===== config.mk =====
export PLATFORM = sky130hd
export DESIGN_NAME = mii_nibble_tx
export DESIGN_NICKNAME = d
export VERILOG_FILES = /design/src/rtl/mii_nibble_tx.sv
export SDC_FILE = /design/constraint.sdc
export NUM_CORES = 1
export LEC_CHECK = 0
export BUFFER_PORTS_ARGS = -buffer_cell sky130_fd_sc_hd__buf_2
export CAP_MARGIN = 5
export CORE_UTILIZATION = 50
export CTS_BUF_LIST = sky130_fd_sc_hd__clkbuf_8
export CTS_CLUSTER_SIZE = 16
export DETAILED_ROUTE_END_ITERATION = 6
export PLACE_DENSITY_LB_ADDON = 0.05
export RECOVER_POWER = 50
export SLEW_MARGIN = 15
export SYNTH_ARGS = -nofsm -noshare
export SYNTH_HDL_FRONTEND = slang
export SYNTH_SLANG_ARGS = --single-unit

===== constraint.sdc =====
create_clock -name clkin -period 7.8 [get_ports clkin]
set_clock_uncertainty 0.2 [all_clocks]
set_input_delay 0.78 -clock clkin [delete_from_list [all_inputs] [get_ports clkin]]
set_output_delay 0.78 -clock clkin [all_outputs]
set_load 0.02 [all_outputs]

===== src/rtl/mii_nibble_tx.sv =====
// MII transmit framer: turns a valid/ready byte stream into preamble, SFD, payload,
// zero padding and CRC-32 FCS nibbles on txen/txd, then holds an inter-frame gap.
module mii_nibble_tx #(
    parameter int PRE_NIBBLES = 15,
    parameter int MIN_BYTES   = 60,
    parameter int ADD_FCS     = 1,
    parameter int IFG_NIBBLES = 24
) (
    input  logic       clkin,
    input  logic       rst,
    input  logic [7:0] s_data,
    input  logic       s_valid,
    input  logic       s_last,
    output logic       s_ready,
    output logic       txen,
    output logic [3:0] txd,
    output logic       busy,
    output logic       underrun
);

    localparam logic [31:0] POLY = 32'hEDB88320;
    // The single IDLE cycle before a new frame is the final gap nibble.
    localparam int IFG_CYC = (IFG_NIBBLES > 1) ? IFG_NIBBLES - 1 : 1;

    typedef enum logic [2:0] {IDLE, PRE, SFD, DLO, DHI, PAD, FCS, IFG} state_t;

    state_t      state_q;
    logic [15:0] cnt_q;
    logic [3:0]  hi_q;
    logic        last_q;
    logic [10:0] bcnt_q;
    logic [31:0] crc_q;
    logic        txen_q;
    logic [3:0]  txd_q;
    logic        und_q;

    logic [31:0] crc_d;
    logic [31:0] fcs_d;
    logic        xfer_pt;
    logic        pad_need;
    logic [15:0] pad_cnt;

    always_comb begin
        crc_d = crc_q ^ {28'd0, txd_q};
        for (int i = 0; i < 4; i++)
            crc_d = crc_d[0] ? ((crc_d >> 1) ^ POLY) : (crc_d >> 1);
        fcs_d    = ~crc_d;
        xfer_pt  = (state_q == SFD) || (state_q == DHI && !last_q);
        pad_need = int'(bcnt_q) < MIN_BYTES;
        pad_cnt  = 16'(2 * (MIN_BYTES - int'(bcnt_q)) - 1);
    end

    always_ff @(posedge clkin) begin
        if (rst) begin
            state_q <= IDLE;
            cnt_q   <= '0;
            hi_q    <= '0;
            last_q  <= 1'b0;
            bcnt_q  <= '0;
            crc_q   <= 32'hFFFFFFFF;
            txen_q  <= 1'b0;
            txd_q   <= '0;
            und_q   <= 1'b0;
        end else begin
            und_q <= 1'b0;
            if (state_q == DLO || state_q == DHI || state_q == PAD)
                crc_q <= crc_d;
            unique case (state_q)
                IDLE: if (s_valid) begin
                    state_q <= PRE;
                    cnt_q   <= 16'(PRE_NIBBLES - 1);
                    crc_q   <= 32'hFFFFFFFF;
                    bcnt_q  <= '0;
                    last_q  <= 1'b0;
                    txen_q  <= 1'b1;
                    txd_q   <= 4'h5;
                end
                PRE: if (cnt_q == 16'd0) begin
                    state_q <= SFD;
                    txd_q   <= 4'hD;
                end else begin
                    cnt_q <= cnt_q - 16'd1;
                end
                SFD, DHI: if (xfer_pt) begin
                    if (s_valid) begin
                        state_q <= DLO;
                        txd_q   <= s_data[3:0];
                        hi_q    <= s_data[7:4];
                        last_q  <= s_last;
                        if (bcnt_q != 11'h7FF) bcnt_q <= bcnt_q + 11'd1;
                    end else begin
                        // Source starved us mid-frame: drop the line, no FCS.
                        state_q <= IFG;
                        cnt_q   <= 16'(IFG_CYC - 1);
                        txen_q  <= 1'b0;
                        txd_q   <= '0;
                        und_q   <= 1'b1;
                    end
                end else if (pad_need) begin
                    state_q <= PAD;
                    cnt_q   <= pad_cnt;
                    txd_q   <= '0;
                end else if (ADD_FCS != 0) begin
                    state_q <= FCS;
                    cnt_q   <= 16'd7;
                    txd_q   <= fcs_d[3:0];
                    crc_q   <= fcs_d >> 4;
                end else begin
                    state_q <= IFG;
                    cnt_q   <= 16'(IFG_CYC - 1);
                    txen_q  <= 1'b0;
                    txd_q   <= '0;
                end
                DLO: begin
                    state_q <= DHI;
                    txd_q   <= hi_q;
                end
                PAD: if (cnt_q != 16'd0) begin
                    cnt_q <= cnt_q - 16'd1;
                end else if (ADD_FCS != 0) begin
                    state_q <= FCS;
                    cnt_q   <= 16'd7;
                    txd_q   <= fcs_d[3:0];
                    crc_q   <= fcs_d >> 4;
                end else begin
                    state_q <= IFG;
                    cnt_q   <= 16'(IFG_CYC - 1);
                    txen_q  <= 1'b0;
                    txd_q   <= '0;
                end
                FCS: if (cnt_q == 16'd0) begin
                    state_q <= IFG;
                    cnt_q   <= 16'(IFG_CYC - 1);
                    txen_q  <= 1'b0;
                    txd_q   <= '0;
                end else begin
                    // crc_q doubles as the FCS shift register here.
                    cnt_q <= cnt_q - 16'd1;
                    txd_q <= crc_q[3:0];
                    crc_q <= crc_q >> 4;
                end
                IFG: if (cnt_q == 16'd0) state_q <= IDLE;
                     else cnt_q <= cnt_q - 16'd1;
                default: state_q <= IDLE;
            endcase
        end
    end

    assign s_ready  = xfer_pt;
    assign txen     = txen_q;
    assign txd      = txd_q;
    assign busy     = (state_q != IDLE);
    assign underrun = und_q;

endmodule


==> reports/metrics.yaml <==
worst_slew_pin_slew_ns: 1.18
max_freq_mhz: 277
endpoint_kind: "primary output"
die-height_um: 100
combPwrFrac: 0.546
status: "finished, final reports clean"
rsz0062_at_grt: "no"
period_minus_slack_ns: 3.61
gr-total-overflow: 0
dr_total_vias: 4309
cts_hold_buf: 0
layout.nets: 587
chipWidth_um: 100
clk_latency_ns: 0.36
netlist-cell-type-count: 76
synth_top_area_share: 0.301
r2r-start: "bcnt_q[0]"
firstDrtPassIters: 7
synthTopCellsByArea: "dfxtp_1 30%, mux2i_1 6.8%, xnor2_1 6.7%"
seqPwrFrac: 0.267
grt_pass1_wl_um: 20100
synthFlopType: "dfxtp_1"
hold_viol_final: 0
reg2reg_depth: 8
worstPathArrival_ns: 2.63
place_congestion: 0.862
io_pins: 20
area_delta_synth_final_pct: 6.37
synthesis.area_um2: 4850
cts_tree: "done"
power.switching_w: 0.000971
ir_worst_vdd_mv: 0.201
cts_made_buffers: 9
wl_um: 12100
slew_headroom: 0.208
crit_path_end: "s_ready"
hpwl_um: 8350
fillers: 894
drc_errors: 0
crit_required_ns: 6.82
hold_class: "register to register"
post_cts_buffers: 0
critPathLaunch: "state_q[2]"
track_usage: 0.252
antenna_left: 0
worstHoldStart: "txen"
yosysMostFrequentCell: "dfxtp_1"
synthCells: 578
r2r_slack_ns: 4.21
clockBufferDepth: 2
drt_iter0_markers: 294
yosysWarnings: 0
grt_max_degree: 37
coreArea_um2: 9330
finish.utilization: 0.553
final-seq-area_um2: 1460
clk_pin_slew_ns: 0.08
vias_per_cell: 6.12
intPower_w: 0.00107
diodes: 0
setup-violations-final: 0
drt-wirelength-per-cell_um: 17.2
yosysSeqAreaShare: 0.301
ys_ff_latch: 73
yosysTopAreaCell: "dfxtp_1"
maxCapViolCount: 0
port-buffer-count: 19
multi_input_area_um2: 3110
start_util: 0.520
p_per_area_nw_per_um2: 396
mappedNetlistNets: 595
drive_gt1_frac: 0.0904
fin_crit_sh: 0.462
path_class: "register to primary output"
synth_edf_count: 0
antenna_found_initial: 0
clkPwrFrac: 0.187
final.setup.tns_ns: 0
grt_pass1_vias: 3796
ctsHtreeMaxLevel: 3
worstSetupStartpointType: "register"
cts_resized: 0
avgSynthCellArea_um2: 8.39
clock_sinks: 73
p_leak_nw: 1.96
die_area_um2: 10100
path_max_fanout: 30
placementRows: 35
fin_ws_ns: 4.19
async_flop_share: 0
clock-root-buffer: "clkbuf_8"
p_sw_frac: 0.476
place_ws_ns: 4.63
report.final.slew_viol_count: 0
synth_common_cells: "73 x dfxtp_1, 63 x a21oi_1, 52 x nor2_1"
timing.rr.end: "crc_q[26]"
-- worst min-delay path by stage --
stage / endpoint / slack [ns] / cells past startpoint
2_1_floorplan: hi_q[0] / 0.26 / 2
3_3_place_gp: txen / 0.26 / 2
3_5_place_dp: txen / 0.29 / 2
4_1_cts: txen / 0.30 / 2
5_1_grt: cnt_q[5] / 0.33 / 1
6_report: txen / 0.29 / 2
-- registers in the layout, summed over array words and instances (netlist names) --
name,flops
crc_q,32
cnt_q,16
bcnt_q,11
hi_q,4
txd,4
state_q,3
last_q,1
txen,1
underrun,1
-- metal layers --
layer  track usage  part of all wire  up-vias
li1              -                 -     2135
met1         0.377              0.50     2040
met2         0.375              0.44      117
met3        0.0368             0.053       17
met4        0.0691             0.014        0
met5             0                 0        -
-- kinds of logic after synthesis --
logic type | share of synthesized area
compound gates | 0.277
xor+xnor | 0.122
fa+ha+maj | 0.0129
buf+inv | 0.0573
flops | 0.301
mux | 0.0705
simple gates | 0.160
-- metrics by stage --
step / cells / hold WS, ns / area [um2] / total power [W]
finish: 704 / 0.293 / 5160 / 0.00204
detailed placement: 688 / 0.286 / 4940 / 0.00166
floorplan: 578 / 0.260 / 4850 / 0.00143
global placement: 688 / 0.259 / 4940 / 0.00165
CTS: 704 / 0.298 / 5190 / 0.00205
global route: 704 / 0.335 / 5160 / 0.00219
-- cells in the final DEF (no fill, tap or decap), types with 3 or more instances in the layout --
| cell type | Yosys | layout |
|---|---|---|
| dfxtp_1 | 73 | 73 |
| a21oi_1 | 63 | 64 |
| nor2_1 | 52 | 52 |
| xnor2_1 | 37 | 37 |
| nand2_1 | 33 | 33 |
| mux2i_1 | 33 | 33 |
| o21ai_0 | 25 | 26 |
| o221ai_1 | 24 | 24 |
| xor2_1 | 16 | 16 |
| nor3_1 | 15 | 15 |
| inv_1 | 13 | 13 |
| buf_2 | 9 | 13 |
| nand3_1 | 9 | 9 |
| clkbuf_8 | 0 | 9 |
| o31ai_1 | 8 | 8 |
| a211oi_1 | 7 | 7 |
| nor2b_1 | 7 | 7 |
| clkbuf_1 | 25 | 7 |
| nand2b_1 | 6 | 6 |
| or3_1 | 5 | 5 |
| xnor2_2 | 5 | 5 |
| ha_1 | 5 | 5 |
| a21o_1 | 4 | 4 |
| o221ai_2 | 4 | 4 |
| nand4_1 | 4 | 4 |
| nor4_1 | 4 | 4 |
| a32o_1 | 4 | 4 |
| a221oi_1 | 4 | 4 |
| a31oi_1 | 4 | 4 |
| buf_4 | 2 | 4 |
| a22oi_1 | 3 | 3 |
| a21boi_0 | 3 | 3 |
| o211ai_1 | 3 | 3 |
| and4_1 | 3 | 3 |
| a311oi_1 | 3 | 3 |
| and3_1 | 3 | 3 |
| o21ai_1 | 3 | 3 |
| clkinv_4 | 0 | 3 |
| bufinv_16 | 0 | 3 |
-- layout make-up --
cell class,count,area share
clock buffers,9,0.0240
clock inverters,7,0.0247
inverters,14,0.0102
multi-input cells,448,0.603
flip-flops and latches,73,0.283
well taps,129,0.0313
repair buffers,24,0.0235
-- power groups by stage --
stage	Sequential [W]	Clock, W	Combinational [W]
global route	0.000558	0.000405	0.00123
detailed placement	0.000551	0	0.00111
floorplan	0.000514	0	0.000913
CTS	0.000542	0.000391	0.00112
global placement	0.000547	0	0.00110
finish	0.000545	0.000382	0.00111
-- critical path, stage by stage (launching register included) --
cell and delay (ns):
dfxtp_1 0.93, or3b_2 0.52, a21oi_1 0.54, buf_2 0.28
No activity file was read; power rests on OpenSTA's default activity.
